<file path="src/rtl/proc_pkg.sv">
// ---------------------------------------------------------------------------
// proc_pkg
// Shared definitions for the small accumulator processor: instruction field
// widths, opcode constants and the fetch controller state encoding. The
// instruction memory and the fetch controller both import this package so
// the opcode map is defined in exactly one place.
//
// Instruction format (default widths): [16:12] opcode, [11:0] operand.
// Opcode map:
//   0        END   stop the program
//   1        NOP   advance pc
//   2..19    datapath operations, issued to the datapath
//   20       JPNZ  jump to operand when accumulator is non-zero
//   21       JMPZ  jump to operand when accumulator is zero
//   22..31   unassigned (trapped or treated as NOP, build dependent)
// ---------------------------------------------------------------------------
package proc_pkg;

    localparam int PC_W_DEF      = 12;
    localparam int INSTR_W_DEF   = 17;
    localparam int OPC_W_DEF     = 5;
    localparam int OPERAND_W     = 12;

    localparam int OPC_END       = 0;
    localparam int OPC_NOP       = 1;
    localparam int OPC_DP_FIRST  = 2;
    localparam int OPC_DP_LAST   = 19;
    localparam int OPC_JPNZ      = 20;
    localparam int OPC_JMPZ      = 21;
    localparam int OPC_ILL_FIRST = 22;

    typedef enum logic [2:0] {
        ST_IDLE   = 3'd0,
        ST_FETCH  = 3'd1,
        ST_DECODE = 3'd2,
        ST_EXEC   = 3'd3,
        ST_HALT   = 3'd4
    } state_t;

endpackage

</file>
<file path="src/rtl/instr_decode.sv">
// ---------------------------------------------------------------------------
// instr_decode
// Purely combinational opcode classifier used by the fetch controller in
// the DECODE state. Exactly one of is_end / is_jump / is_dp_op / is_illegal
// is high for any opcode, except NOP, for which all of them are low.
//
// Ports:
//   opcode       in   OPC_W  opcode field of the instruction being decoded
//   is_end       out  1      END instruction
//   is_jump      out  1      JPNZ or JMPZ
//   jump_on_zero out  1      the jump is taken when z_flag=1 (JMPZ)
//   is_dp_op     out  1      datapath operation (2..19)
//   is_illegal   out  1      unassigned opcode (22 and above)
// ---------------------------------------------------------------------------
module instr_decode
    import proc_pkg::*;
#(
    parameter int OPC_W = OPC_W_DEF
) (
    input  logic [OPC_W-1:0] opcode,
    output logic             is_end,
    output logic             is_jump,
    output logic             jump_on_zero,
    output logic             is_dp_op,
    output logic             is_illegal
);

    int opc_val;

    // Compare as an integer so the range checks do not depend on OPC_W.
    always_comb begin
        opc_val      = int'(opcode);
        is_end       = (opc_val == OPC_END);
        is_jump      = (opc_val == OPC_JPNZ) || (opc_val == OPC_JMPZ);
        jump_on_zero = (opc_val == OPC_JMPZ);
        is_dp_op     = (opc_val >= OPC_DP_FIRST) && (opc_val <= OPC_DP_LAST);
        is_illegal   = (opc_val >= OPC_ILL_FIRST);
    end

endmodule

</file>
<file path="src/rtl/fetch_ctrl.sv">
// ---------------------------------------------------------------------------
// fetch_ctrl
// Instruction fetch / decode / issue controller. Fetches one instruction per
// FETCH cycle from a synchronous instruction memory, classifies it in DECODE,
// resolves NOP and conditional jumps locally and hands datapath operations
// to the datapath in EXEC with a valid/done handshake.
//
// Optional feature: define FETCH_CTRL_ILLEGAL_TRAP_EN to halt on opcodes
// 22..31 and report them on illegal_op. Without it those opcodes behave as
// NOP and the illegal_op port does not exist.
//
// Ports:
//   clk          in   1        rising-edge clock
//   rst          in   1        synchronous active-high reset
//   start        in   1        launch program at address 0 (IDLE / HALT only)
//   mem_read_en  out  1        instruction memory read, high only in FETCH
//   mem_addr     out  PC_W     instruction memory address (= pc)
//   instr_in     in   INSTR_W  instruction data, valid the cycle after read
//   z_flag       in   1        accumulator-zero flag, used by JPNZ/JMPZ
//   op_valid     out  1        datapath operation issued (EXEC)
//   op_code      out  OPC_W    opcode of the issued operation
//   op_operand   out  12       operand of the issued operation
//   op_done      in   1        datapath finished the issued operation
//   pc           out  PC_W     program counter
//   busy         out  1        controller is running (not IDLE / HALT)
//   halted       out  1        controller is in HALT
//   illegal_op   out  1        trapped opcode seen (trap build only)
// ---------------------------------------------------------------------------
module fetch_ctrl
    import proc_pkg::*;
#(
    parameter int PC_W    = PC_W_DEF,
    parameter int INSTR_W = INSTR_W_DEF,
    parameter int OPC_W   = OPC_W_DEF
) (
    input  logic                 clk,
    input  logic                 rst,
    input  logic                 start,
    output logic                 mem_read_en,
    output logic [PC_W-1:0]      mem_addr,
    input  logic [INSTR_W-1:0]   instr_in,
    input  logic                 z_flag,
    output logic                 op_valid,
    output logic [OPC_W-1:0]     op_code,
    output logic [OPERAND_W-1:0] op_operand,
    input  logic                 op_done,
    output logic [PC_W-1:0]      pc,
    output logic                 busy,
    output logic                 halted
`ifdef FETCH_CTRL_ILLEGAL_TRAP_EN
    ,
    output logic                 illegal_op
`endif
);

    state_t             state_q, state_d;
    logic [PC_W-1:0]    pc_q, pc_d;
    logic [INSTR_W-1:0] ir_q, ir_d;

    logic [PC_W-1:0]    pc_inc;
    logic [PC_W-1:0]    jump_target;
    logic               jump_taken;

    logic               dec_is_end;
    logic               dec_is_jump;
    logic               dec_jump_on_zero;
    logic               dec_is_dp_op;
    logic               dec_is_illegal;

`ifdef FETCH_CTRL_ILLEGAL_TRAP_EN
    logic               illegal_q, illegal_d;
`endif

    // Classification works on the incoming memory word, not the IR, so the
    // branch decision is made in the same cycle the word is latched.
    instr_decode #(
        .OPC_W (OPC_W)
    ) u_instr_decode (
        .opcode       (instr_in[INSTR_W-1 -: OPC_W]),
        .is_end       (dec_is_end),
        .is_jump      (dec_is_jump),
        .jump_on_zero (dec_jump_on_zero),
        .is_dp_op     (dec_is_dp_op),
        .is_illegal   (dec_is_illegal)
    );

    // Increment wraps naturally at PC_W bits; the size cast truncates (or
    // zero-extends) the 12-bit operand to a PC_W-bit jump target.
    assign pc_inc      = pc_q + PC_W'(1);
    assign jump_target = PC_W'(instr_in[OPERAND_W-1:0]);
    assign jump_taken  = dec_jump_on_zero ? z_flag : ~z_flag;

    // Next-state logic: start is honoured only when stopped, z_flag only in
    // DECODE and op_done only in EXEC.
    always_comb begin
        state_d   = state_q;
        pc_d      = pc_q;
        ir_d      = ir_q;
`ifdef FETCH_CTRL_ILLEGAL_TRAP_EN
        illegal_d = illegal_q;
`endif
        case (state_q)
            ST_IDLE, ST_HALT: begin
                if (start) begin
                    state_d   = ST_FETCH;
                    pc_d      = '0;
`ifdef FETCH_CTRL_ILLEGAL_TRAP_EN
                    illegal_d = 1'b0;
`endif
                end
            end
            ST_FETCH: begin
                state_d = ST_DECODE;
            end
            ST_DECODE: begin
                ir_d = instr_in;
                if (dec_is_end) begin
                    state_d = ST_HALT;
                end else if (dec_is_dp_op) begin
                    state_d = ST_EXEC;
                end else if (dec_is_jump) begin
                    state_d = ST_FETCH;
                    pc_d    = jump_taken ? jump_target : pc_inc;
`ifdef FETCH_CTRL_ILLEGAL_TRAP_EN
                end else if (dec_is_illegal) begin
                    state_d   = ST_HALT;
                    illegal_d = 1'b1;
`else
                end else if (dec_is_illegal) begin
                    state_d = ST_FETCH;
                    pc_d    = pc_inc;
`endif
                end else begin
                    state_d = ST_FETCH;
                    pc_d    = pc_inc;
                end
            end
            ST_EXEC: begin
                if (op_done) begin
                    state_d = ST_FETCH;
                    pc_d    = pc_inc;
                end
            end
            default: begin
                state_d = ST_IDLE;
            end
        endcase
    end

    // State, pc and instruction register; reset takes priority over start
    // and op_done arriving on the same edge.
    always_ff @(posedge clk) begin
        if (rst) begin
            state_q <= ST_IDLE;
            pc_q    <= '0;
            ir_q    <= '0;
        end else begin
            state_q <= state_d;
            pc_q    <= pc_d;
            ir_q    <= ir_d;
        end
    end

`ifdef FETCH_CTRL_ILLEGAL_TRAP_EN
    // Sticky trap flag, cleared only by reset or a new start.
    always_ff @(posedge clk) begin
        if (rst) begin
            illegal_q <= 1'b0;
        end else begin
            illegal_q <= illegal_d;
        end
    end

    assign illegal_op = illegal_q;
`endif

    // Outputs are decoded from registered state, so every one of them is 0
    // in the cycle after reset. The issued operation comes straight from the
    // IR, which holds still for the whole of EXEC.
    assign mem_read_en = (state_q == ST_FETCH);
    assign mem_addr    = pc_q;
    assign op_valid    = (state_q == ST_EXEC);
    assign op_code     = ir_q[INSTR_W-1 -: OPC_W];
    assign op_operand  = ir_q[OPERAND_W-1:0];
    assign pc          = pc_q;
    assign busy        = (state_q != ST_IDLE) && (state_q != ST_HALT);
    assign halted      = (state_q == ST_HALT);

endmodule
</file>
<file path="config.mk">
export PLATFORM = sky130hd
export DESIGN_NAME = fetch_ctrl
export DESIGN_NICKNAME = d
export VERILOG_FILES = /design/src/rtl/proc_pkg.sv /design/src/rtl/instr_decode.sv /design/src/rtl/fetch_ctrl.sv
export SDC_FILE = /design/constraint.sdc
export NUM_CORES = 1
export LEC_CHECK = 0
export ABC_AREA = 1
export BUFFER_PORTS_ARGS = -buffer_cell sky130_fd_sc_hd__buf_2
export CORE_MARGIN = 2
export CORE_UTILIZATION = 50
export CTS_CLUSTER_DIAMETER = 50
export DETAILED_ROUTE_END_ITERATION = 10
export GPL_TIMING_DRIVEN = 1
export PLACE_DENSITY_LB_ADDON = 0.1
export SKIP_LAST_GASP = 1
export SLEW_MARGIN = 30
export SYNTH_ARGS = -nofsm -noshare
export SYNTH_HDL_FRONTEND = slang
export SYNTH_HIERARCHICAL = 1
export SYNTH_SLANG_ARGS = --single-unit
</file>
<file path="constraint.sdc">
create_clock -name clk -period 1.8 [get_ports clk]
set_clock_uncertainty 0.1 [all_clocks]
set_input_delay 0.18 -clock clk [delete_from_list [all_inputs] [get_ports clk]]
set_output_delay 0.18 -clock clk [all_outputs]
set_load 0.02 [all_outputs]
</file>
==> PnR_summary.wiki <==
{| class="wikitable"
! Metric !! Value
|-
| Setup-violating endpoint count in the final report || 0
|-
| VDD IR-drop max || 551 uV
|-
| Vias in the first global route || 1739
|-
| Global placement routability congestion || 0.882
|-
| Number of buffers inserted by post-CTS setup repair || 0
|-
| Clock Tree Buf Depth || 2
|-
| Peak Freq || 0.593 GHz
|-
| Core ar. || 3630 um^2
|-
| Largest net degree at the start of global routing || 25
|-
| Most frequent standard cell in the layout excluding fill and tap cells || nand2_1
|-
| Cell count after synthesis || 296
|-
| Max-slew headroom || 63.6%
|-
| Critical path capture point type || output port
|-
| Initial cell density of the core || 52.0%
|-
| Count of H-tree levels built during CTS || 2
|-
| Worst setup path class || reg2out
|-
| Wire length per cell after detailed routing || 11.2 um
|-
| Number of I/O port buffers || 66
|-
| Outcome || completed
|-
| First-pass GRT wire length || 7690 um
|-
| Kind of start point of the critical path || register
|-
| Residual overflow from global routing || 0
|-
| Clock tree from TritonCTS || built
|-
| Area grow syn2layout || 22.7%
|-
| Leakage || 0.00118 uW
|-
| Type of the tightest min-delay check || in2reg
|-
| Root buf cell || clkbuf_8
|-
| TritonCTS Sinks || 32
|-
| Most used cells in the layout excluding fill and tap cells || nand2_1, buf_2, nor2_1
|-
| Number of DRC violations after detailed-routing iteration 0 || 106
|-
| Post-layout power || 2400 uW
|-
| Post-cts resize count || 0
|-
| Clock transition at path regs || 70 ps
|-
| Hold buffers post-CTS || 0
|-
| Final standard cell utilization of the core || 63.8%
|-
| Initial antenna violation count || 0
|-
| Final critical-path required period || 1690 ps
|-
| Netlist Area Pre-Place || 1890 um^2
|-
| Remaining routing DRC violations || 0
|-
| Count of nets after finishing || 383
|-
| Transition time of the tightest slew-check pin || 545 ps
|-
| Detailed-placement wirelength estimate || 3420 um
|-
| Max Cap Violations || 0
|-
| First-pass detailed-route iteration total || 4
|-
| Die span in y || 65.5 um
|-
| Worst setup slack before clock tree synthesis || 143 ps
|-
| Area taken by flip-flops and latches || 641 um^2
|-
| Synth warnings || 6
|-
| Number of nets still failing antenna checks after routing || 0
|-
| FP Rows || 22
|-
| Total clock buffers created by CTS || 5
|-
| Per-cell via count in the routed design || 4.88
|-
| Total negative slack || 0 ps
|-
| Number of top-level pins || 67
|-
| Via count || 1995
|-
| Die Outline Area || 4290 um^2
|-
| Final hold violation count || 0
|-
| Width of the die || 65.5 um
|-
| Non-Filler Instances || 409
|-
| Biggest fanout along the worst timing path || 7
|-
| Post-Syn Nets || 319
|-
| Cell total after placement || 401
|-
| Proportion of layout cells with a drive suffix above 1 || 28.8%
|-
| Required time reported for the critical path endpoint || 1520 ps
|-
| Diodes inserted || 0
|-
| Overall Global Routing Usage || 23.2%
|-
| Number of max-slew violations in the final report || 0
|-
| Total wire length || 4580 um
|-
| Fillcell total || 377
|-
| Multi-input gate area in the final layout || 1010 um^2
|-
| Worst setup slack after layout || 113 ps
|-
| RSZ-0062 raised after global routing || no
|-
| Tcrit/Tclk final || 93.7%
|-
| Syn avg cell area || 6.38 um^2
|-
| Power Dens Cells || 1040 nW/um^2
|-
| Worst skew pair latency || 280 ps
|-
| Arrival time reported for the critical path endpoint || 1410 ps
|}
## area by class of cell
cell class              instances  share of cell area, %
inverters                      29                   4.70
repair buffers                 76                   17.5
clock buffers                   8                   3.89
multi-input cells             216                   43.7
well taps                      48                   2.59
flip-flops and latches         32                   27.6
## per-stage QoR
stage / hold slack (ps) / cell area [um^2]
after floorplan: 149 / 1890
after global placement: 322 / 2230
after detailed placement: 330 / 2230
after CTS: 31.2 / 2320
after global routing: 45.5 / 2320
final: 33.9 / 2320
## critical path: stages (launching register included)
cell	delay, ps
dfxtp_1	370
inv_2	80
nor2_4	110
nand2_2	80
buf_4	170
inv_1	130
buf_2	190
## flip-flops by register name, summed over array words and instances (netlist names)
| register | count |
|---|---|
| mem_addr | 12 |
| ir_q | 17 |
| state_q | 3 |
## where the power goes
part | switching (uW) | internal (uW)
combinational | 605 | 316
clock | 257 | 312
sequential | 102 | 808
## routing by layer
metal  up-vias  global-route usage (%)  part of all wire (%)
li1       1068                       -                     -
met1       876                    30.2                    46
met2        47                    37.4                    47
met3         4                    6.34                   5.7
met4         0                    7.03                  0.79
met5         -                       0                     0
## worst paths after layout
check	from	to	slack [ps]	depth (start not counted)
hold reg to reg	ir_q[6]	ir_q[6]	360	2
setup / recovery	state_q[1]	op_valid	110	6
hold / removal	instr_in[0]	ir_q[0]	30	3
setup reg to reg	state_q[2]	mem_addr[0]	140	9
Power figures use the tool's default switching activity.
